## src/rtl/sync_fifo.sv

```systemverilog
// Single-clock valid/ready FIFO with exact fill count, almost flags, flush and optional fall-through.
// Define SYNC_FIFO_WATERMARK_EN to add the max_count_o high-water-mark output.
module sync_fifo #(
   parameter int ELEM_WIDTH   = 8,
   parameter int DEPTH        = 4,
   parameter bit FALL_THROUGH = 1'b0,
   parameter int AF_LEVEL     = DEPTH - 1,
   parameter int AE_LEVEL     = 1
) (
   input  logic                         clk_i,
   input  logic                         arst_i,
   input  logic                         flush_i,
   input  logic [ELEM_WIDTH-1:0]        elem_in_i,
   input  logic                         elem_in_valid_i,
   output logic                         elem_in_ready_o,
   output logic [ELEM_WIDTH-1:0]        elem_out_o,
   output logic                         elem_out_valid_o,
   input  logic                         elem_out_ready_i,
`ifdef SYNC_FIFO_WATERMARK_EN
   output logic [$clog2(DEPTH+1)-1:0]   max_count_o,
`endif
   output logic [$clog2(DEPTH+1)-1:0]   count_o,
   output logic                         almost_full_o,
   output logic                         almost_empty_o
);

   localparam int CW = $clog2(DEPTH + 1);
   localparam int PW = (DEPTH > 1) ? $clog2(DEPTH) : 1;

   logic [ELEM_WIDTH-1:0] mem [DEPTH];
   logic [PW-1:0]         wr_ptr;
   logic [PW-1:0]         rd_ptr;
   logic [CW-1:0]         count;
   logic [CW-1:0]         count_nxt;
   logic                  empty;
   logic                  full;
   logic                  bypass_show;
   logic                  push_req;
   logic                  pop_req;
   logic                  bypass_take;
   logic                  do_push;
   logic                  do_pop;

   assign empty = (count == '0);
   assign full  = (count == CW'(DEPTH));

   // Fall-through only shows the incoming word while nothing is stored.
   assign bypass_show = FALL_THROUGH && empty && elem_in_valid_i;

   assign elem_in_ready_o  = !full && !flush_i;
   assign elem_out_valid_o = !flush_i && (!empty || bypass_show);
   assign elem_out_o       = bypass_show ? elem_in_i : mem[rd_ptr];

   assign push_req    = elem_in_valid_i && elem_in_ready_o;
   assign pop_req     = elem_out_valid_o && elem_out_ready_i;
   assign bypass_take = bypass_show && push_req && pop_req;
   assign do_push     = push_req && !bypass_take;
   assign do_pop      = pop_req && !bypass_take;

   always_comb begin
      count_nxt = count;
      if (do_push && !do_pop)
         count_nxt = count + CW'(1);
      else if (do_pop && !do_push)
         count_nxt = count - CW'(1);
   end

   always_ff @(posedge clk_i or posedge arst_i) begin
      if (arst_i) begin
         wr_ptr <= '0;
         rd_ptr <= '0;
         count  <= '0;
         for (int i = 0; i < DEPTH; i++)
            mem[i] <= '0;
      end else if (flush_i) begin
         // Storage is intentionally kept; only the bookkeeping is cleared.
         wr_ptr <= '0;
         rd_ptr <= '0;
         count  <= '0;
      end else begin
         if (do_push) begin
            mem[wr_ptr] <= elem_in_i;
            wr_ptr      <= (wr_ptr == PW'(DEPTH - 1)) ? '0 : wr_ptr + PW'(1);
         end
         if (do_pop)
            rd_ptr <= (rd_ptr == PW'(DEPTH - 1)) ? '0 : rd_ptr + PW'(1);
         count <= count_nxt;
      end
   end

`ifdef SYNC_FIFO_WATERMARK_EN
   logic [CW-1:0] max_count;

   always_ff @(posedge clk_i or posedge arst_i) begin
      if (arst_i)
         max_count <= '0;
      else if (flush_i)
         max_count <= '0;
      else if (count_nxt > max_count)
         max_count <= count_nxt;
   end

   assign max_count_o = max_count;
`endif

   assign count_o        = count;
   assign almost_full_o  = (count >= CW'(AF_LEVEL));
   assign almost_empty_o = (count <= CW'(AE_LEVEL));

endmodule

```

## config.mk

```make
export PLATFORM = sky130hd
export DESIGN_NAME = sync_fifo
export DESIGN_NICKNAME = d
export VERILOG_FILES = /design/src/rtl/sync_fifo.sv
export SDC_FILE = /design/constraint.sdc
export NUM_CORES = 1
export LEC_CHECK = 0
export ABC_CLOCK_PERIOD_IN_PS = 1900
export CAP_MARGIN = 30
export CELL_PAD_IN_SITES_DETAIL_PLACEMENT = 1
export CELL_PAD_IN_SITES_GLOBAL_PLACEMENT = 1
export CORE_UTILIZATION = 43
export DETAILED_ROUTE_END_ITERATION = 12
export GPL_ROUTABILITY_DRIVEN = 0
export PLACE_DENSITY_LB_ADDON = 0.1
export SLEW_MARGIN = 20
export SYNTH_ARGS = -nofsm -noshare
export SYNTH_HDL_FRONTEND = slang
export SYNTH_SLANG_ARGS = --single-unit
```

## constraint.sdc

```tcl
create_clock -name clk_i -period 1.9 [get_ports clk_i]
set_input_delay 0.38 -clock clk_i [delete_from_list [all_inputs] [get_ports clk_i]]
set_output_delay 0.38 -clock clk_i [all_outputs]
set_load 0.05 [all_outputs]
```

==> metrics.md, run 1 <==
| Metric | Value |
|---|---|
| Drt drc | `0` |
| Vias per inst | `roughly 5.4` |
| Reg-to-Reg Start | `count_o[0]$_DFFE_PP0P_` |
| DRT Pass-1 Iters | `4` |
| Final period utilization | `between 90 and 100%` |
| Tot GR Track Use | `around a fifth` |
| Vias in the first global route | `about 1400` |
| Starting DRT DRC Count | `41` |
| Layout cells sized above 1 | `50.00%` |
| Pre-CTS setup slack | `-0.01949 ns` |
| I/O pin count | `28` |
| CTS H-tree depth | `2` |
| Status | `complete, no violations` |
| Final min period | `about 1.9 ns` |
| Yosys top cell by area | `dfrtp_1` |
| Top cell by count, worst path | `buf_6` |
| Top cell type's share of synthesized area | `approximately 48%` |
| Placed cells | `between 200 and 250` |
| Worst reg2reg path depth | `6` |
| Async S/R FF share, synth | `100.0%` |
| Slew HR | `66.23%` |
| Antenna fix cells | `0` |
| WL final | `roughly 4600 µm` |
| Largest delay share family, worst path | `multiplexers` |
| Vias | `roughly 1300` |
| Die area | `between 4000 and 5000 µm²` |
| Num Clock Sinks | `39` |
| Syn. warnings | `0` |
| Clock power share | `approximately an eighth` |
| Switching Share | `between 40% and 50%` |
| Kind of start point of the critical path | `flop` |
| Worst Hold Path EP | `mem[25]$_DFFE_PP0P_` |
| Synthesized area per cell | `approximately 14 µm²` |
| Initial core utilization | `45.63%` |
| CP cell instances | `buf_6 > mux4_2 > buf_6` |
| Synth Net Count | `approximately 160` |
| Syn Inst Count | `141` |
| Clock-pin slew on the worst setup and hold paths | `around 0.070 ns` |
| Worst-margin pin slew | `0.5065 ns` |
| Clk_skew | `approximately 0.0054 ns` |
| Unrepaired setup endpoints after global routing | `yes` |
| Sum Neg Setup Slack | `0 ns` |
| Post-Layout Cell Count | `238` |
| Routed Antenna Nets | `0` |
| Crit path DAT | `1.49 ns` |
| Combinational share of power | `55.8%` |
| FP Rows | `24` |
| Max clock buf depth | `2` |
| Cell-internal power | `approximately 2.5 mW` |
| Fmax | `approximately 0.54 GHz` |
| Worst Hold Launch | `mem[25]$_DFFE_PP0P_` |
| Slowest stage cell, crit path | `mux4_2` |
| Seq cells post-synth | `39` |
| Hold Vio Cnt, Final | `0` |
| Reg2reg end | `mem[25]$_DFFE_PP0P_` |
| Largest net degree at the start of global routing | `40` |
| Count leader, synth | `dfrtp_1` |
| Slowest cell delay on critical path | `0.51 ns` |
| Hold path depth | `1` |
| Netlist cell types | `30` |
| Max IR drop VDD | `711.0 µV` |
| Final net count | `about 210` |
| Worst setup margin | `approximately 0.033 ns` |
| Global-route wire length before repair | `between 7000 and 8000 µm` |
| Initial antenna violation count | `0` |
| Final setup violation count | `0` |
| CP endpoint kind | `output port` |
| Critical path type | `reg2out` |
| CTS tree | `built` |
| Hold-fix buffers, CTS | `0` |
| Width of the die | `between 70 and 80 µm` |
| Worst endpoint required time | `approximately 1.5 ns` |
| Main synth FF type | `dfrtp_1` |
| Crit-path max FO | `4` |
| Clock root cell | `clkbuf_8` |
| Clock buffer count from CTS | `5` |
| Area delta synth->final | `29.13%` |
| Post-synth EDFFs | `0` |
| IO buf count | `27` |
| Synth top cells by count | `39 x dfrtp_1, 22 x mux2_2, 10 x mux2_4` |
| Seq pwr share | `a little under a third` |
| Mapped cell area | `~2000 µm²` |
| Post-synthesis sequential area ratio | `48.45%` |
| Synth area leaders | `dfrtp_1 48%, mux2_2 12%, mux4_2 8.9%` |
| Max cap viols | `0` |
| Total Power | `~4.3 mW` |
| Hold crit path type | `reg2reg` |
| CP bufs+invs | `2` |
| Core Area | `approximately 4400 µm²` |
| Total power per unit cell area | `1639 nW/µm²` |
| Slew Limit Fails | `0` |
| Die H | `between 70 and 80 µm` |
| Post-DP HPWL | `about 3300 µm` |
| Worst-skew pair later-pin latency | `between 0.2 and 0.3 ns` |
| Net switching power | `1.757 mW` |
| Reg2reg setup slack | `approximately 0.2 ns` |
| WL/cell | `approximately 19 µm` |
| Leakage Power | `around 1.2 nW` |
| Gr ovfl total | `0` |
==> stage by stage <==
step                      hold slack [ns]  utilization [%]  area (µm²)
final                              0.4969            58.93        2601
after global routing               0.5311            58.93        2601
after CTS                          0.5078            58.05        2562
after detailed placement           0.4909            55.50        2450
after global placement             0.4732            55.50        2450
after floorplan                    0.4595                -        2044
==> worst max path at each step <==
stage,from,endpoint,slack [ns],depth (start not counted)
6_report,rd_ptr[0]$_DFFE_PP0P_,elem_out_o[3],0.03,3
4_1_cts,rd_ptr[0]$_DFFE_PP0P_,elem_out_o[7],0.0007,3
3_5_place_dp,elem_in_valid_i,mem[25]$_DFFE_PP0P_,-0.02,5
2_1_floorplan,count_o[0]$_DFFE_PP0P_,mem[10]$_DFFE_PP0P_,-0.1,6
3_3_place_gp,elem_in_valid_i,mem[25]$_DFFE_PP0P_,0.03,5
5_1_grt,rd_ptr[0]$_DFFE_PP0P_,elem_out_o[2],-0.03,3
==> worst register-to-register path, cell delays in order (launching register included) <==
cell and delay, ns:
dfrtp_2 0.41, inv_2 0.08, ha_4 0.21, a21bo_4 0.27
nor2_8 0.15, nand2_4 0.14, mux2_1 0.33
==> cells in the final DEF, fill, tap and decap left out, drive strengths merged, types with 6 or more instances in the layout <==
master         Yosys  layout
clkbuf             0       6
mux2              33      33
mux4               8       8
nand2              7       7
a21oi              7       7
ha                 9       9
inv                6       6
nor2               7       7
dfrtp             39      39
buf                6      31
clkdlybuf4s50      0      12
==> sequential cells by signal, summed over array words and instances, names as in the netlist <==
name / flops
count_o: 3
wr_ptr: 2
mem: 32
rd_ptr: 2
==> cells by family after synthesis <==
| family | share of synthesized area (%) |
|---|---|
| and+or+nand+nor | 6.459 |
| buffers and inverters | 3.167 |
| xor gates and xnor gates | 1.305 |
| adders and majority gates | 5.590 |
| AOI/OAI and AO/OA | 5.280 |
| DFF | 48.45 |
| muxes | 29.75 |
==> power by group through the flow <==
| stage | sequential [mW] | combinational [mW] | clock [mW] |
|---|---|---|---|
| after floorplan | 1.35 | 1.54 | 0 |
| after global placement | 1.34 | 2.18 | 0 |
| after detailed placement | 1.37 | 2.24 | 0 |
| after CTS | 1.36 | 2.32 | 0.563 |
| after global routing | 1.38 | 2.51 | 0.597 |
| final | 1.34 | 2.38 | 0.544 |
==> layout make-up <==
cell class,count,area (µm²)
timing repair buffer,43,445.4
inverter,6,22.52
clock buffer,6,72.57
fill,418,1813
sequential,39,980.9
tap,52,65.06
multi-input combinational,90,1002
clock inverter,2,12.51
==> layer usage <==
layer,vias to the layer above,part of all wire [%],global-route usage (%)
met5,-,0,0
met4,0,0.96,7.111
met3,5,2.5,4.040
met2,19,49,32.49
met1,675,47,28.75
li1,590,-,-
==> what timing repair did <==
action	4_1_cts	5_1_grt
endpoints found under the setup margin	3	9
setup buffers	0	4
pin swaps	0	0
resized for setup	8	3
(Power assumes the default switching activity.)
==> run 2: changes to the inputs <==
--- a/config.mk
+++ b/config.mk
@@ -9,7 +9,7 @@
 export CAP_MARGIN = 30
 export CELL_PAD_IN_SITES_DETAIL_PLACEMENT = 1
 export CELL_PAD_IN_SITES_GLOBAL_PLACEMENT = 1
-export CORE_UTILIZATION = 43
+export CORE_UTILIZATION = 35
 export DETAILED_ROUTE_END_ITERATION = 12
 export GPL_ROUTABILITY_DRIVEN = 0
 export PLACE_DENSITY_LB_ADDON = 0.1
==> run 2 against run 1 <==
- clock skew is 0.0011 ns lower
- flip-flop and latch count did not move
- clock power is 2% lower
- global-route usage shrank 4.2 points
- sequential power about the same
- register-to-register slack about the same
- combinational power about the same
- via count down 2.2%
- setup slack got worse by 0.028 ns
- non-clock buffer count stayed put
- critical path type unchanged
- final cell count grew 8.4%
- critical path depth did not move
- largest cell class unchanged
==> metrics.md, run 2 (synthesis gave the netlist of run 1 again) <==
| Metric | Value |
|---|---|
| Status | `complete, no violations` |
| Worst-skew pair later-pin latency | `between 0.2 and 0.3 ns` |
| Net switching power | `roughly 1.7 mW` |
| Vias per inst | `approximately 4.9` |
| Core Area | `between 5000 and 6000 µm²` |
| Hold crit path type | `reg2reg` |
| WL final | `approximately 4300 µm` |
| Crit-path max FO | `7` |
| Num Clock Sinks | `39` |
| Max cap viols | `0` |
| FP Rows | `27` |
| Hold Vio Cnt, Final | `0` |
| Clock-pin slew on the worst setup and hold paths | `approximately 0.07 ns` |
| I/O pin count | `28` |
| Max IR drop VDD | `about 690 µV` |
| Drt drc | `0` |
| Final setup violation count | `0` |
| WL/cell | `between 15 and 20 µm` |
| Combinational share of power | `a little under three fifths` |
| Cell-internal power | `2.511 mW` |
| Kind of start point of the critical path | `flop` |
| Fmax | `0.5277 GHz` |
| Width of the die | `between 70 and 80 µm` |
| Largest net degree at the start of global routing | `40` |
| Starting DRT DRC Count | `40` |
| Seq pwr share | `31.4%` |
| Post-DP HPWL | `about 3100 µm` |
| Die H | `77.87 µm` |
| Die area | `between 6000 and 7000 µm²` |
| CP endpoint kind | `output port` |
| Antenna fix cells | `0` |
| Sum Neg Setup Slack | `0 ns` |
| Initial core utilization | `between 30 and 40%` |
| Worst setup margin | `approximately 0.0050 ns` |
| Clock power share | `12.6%` |
| Final min period | `around 1.9 ns` |
| Switching Share | `40.72%` |
| DRT Pass-1 Iters | `2` |
| Tot GR Track Use | `between 10% and 20%` |
| CTS H-tree depth | `2` |
| Clock root cell | `clkbuf_8` |
| Final net count | `about 210` |
| IO buf count | `27` |
| Vias | `roughly 1300` |
| Gr ovfl total | `0` |
| Routed Antenna Nets | `0` |
| Hold Worst Slack | `between 0.4 and 0.5 ns` |
| Layout cells sized above 1 | `about 50%` |
| CTS tree | `built` |
| Placed cells | `246` |
| Slew Limit Fails | `0` |
| Vias in the first global route | `about 1400` |
| Unrepaired setup endpoints after global routing | `yes` |
| Hold-fix buffers, CTS | `0` |
| Clock buffer count from CTS | `5` |
| Max clock buf depth | `2` |
| Initial antenna violation count | `0` |
| Clk_skew | `roughly 0.0043 ns` |
| Area delta synth->final | `30.12%` |
| Most common library cell in the layout ignoring fill and taps | `dfrtp_1` |
| Reg with most FFs | `mem` |
| Crit path DAT | `1.51 ns` |
| Pre-CTS setup slack | `-0.03324 ns` |
| Worst-margin pin slew | `approximately 0.52 ns` |
| Slew HR | `approximately two thirds` |
| Final period utilization | `~100%` |
| Global-route wire length before repair | `approximately 7500 µm` |
| Post-Layout Cell Count | `258` |
| Leakage Power | `roughly 1.2 nW` |
| Total power per unit cell area | `1616 nW/µm²` |
| Critical path type | `reg2out` |
| Worst endpoint required time | `~1.5 ns` |
| Max FFs per register | `32` |
| Most frequent cells in the layout | `35 x dfrtp_1, 22 x mux2_2, 19 x buf_4` |
[run 2: final timing paths]
kind / end / slack, ns / cells after the start / from
min in group asynchronous: mem[8]$_DFFE_PP0P_ / 0.51 / 3 / arst_i
min reg2reg: mem[25]$_DFFE_PP0P_ / 0.49 / 1 / mem[25]$_DFFE_PP0P_
max: elem_out_o[3] / 0.005 / 3 / rd_ptr[0]$_DFFE_PP0P_
max reg2reg: count_o[1]$_DFFE_PP0P_ / 0.21 / 7 / count_o[1]$_DFFE_PP0P_
min: mem[25]$_DFFE_PP0P_ / 0.49 / 1 / mem[25]$_DFFE_PP0P_
max in group asynchronous: count_o[0]$_DFFE_PP0P_ / 1.00 / 3 / arst_i
[run 2: critical path, stage by stage, from the launching register on]
cell     delay [ns]
dfrtp_1        0.37
buf_6          0.16
mux4_2         0.53
buf_6          0.17
[run 2: layout make-up]
class | instances | area, µm²
Multi-Input combinational cell | 90 | 1005
Tap cell | 72 | 90.09
Timing Repair Buffer | 43 | 441.7
Inverter | 6 | 22.52
Sequential cell | 39 | 980.9
Clock buffer | 7 | 76.32
Fill cell | 586 | 2919
Clock inverter | 1 | 5.005
[run 2: power groups by stage]
stage	clock, mW	sequential, mW	combinational [mW]
after floorplan	0	1.35	1.54
after global placement	0	1.33	2.21
after detailed placement	0	1.35	2.26
after CTS	0.562	1.33	2.38
after global routing	0.590	1.37	2.54
final	0.532	1.33	2.37
[run 2: layer usage]
| layer | part of all wire (%) | GRT usage, % | vias to the layer above |
|---|---|---|---|
| met5 | 0 | 0 | - |
| met4 | 1.2 | 5.660 | 0 |
| met2 | 53 | 28.94 | 25 |
| met1 | 43 | 19.56 | 639 |
| met3 | 3.4 | 4.000 | 6 |
| li1 | - | - | 590 |
[run 2: what timing repair did]
item,4_1_cts,5_1_grt
cloned,0,0
resized for setup,8,3
setup buffers,3,1
setup endpoints to repair,6,9
[run 2: metrics by stage]
stage,util (%),area [µm²],power (mW)
finish,47.31,2621,4.236
global route,47.31,2621,4.498
CTS,47.06,2608,4.276
detailed placement,44.67,2475,3.605
global placement,44.67,2475,3.542
floorplan,-,2044,2.891
==> run 3: changes to the inputs <==
--- a/config.mk
+++ b/config.mk
@@ -5,7 +5,6 @@
 export SDC_FILE = /design/constraint.sdc
 export NUM_CORES = 1
 export LEC_CHECK = 0
-export ABC_CLOCK_PERIOD_IN_PS = 1900
 export CAP_MARGIN = 30
 export CELL_PAD_IN_SITES_DETAIL_PLACEMENT = 1
 export CELL_PAD_IN_SITES_GLOBAL_PLACEMENT = 1
==> results of run 3 <==
No change in the layout: final DEF, timing and power equal those of run 2.
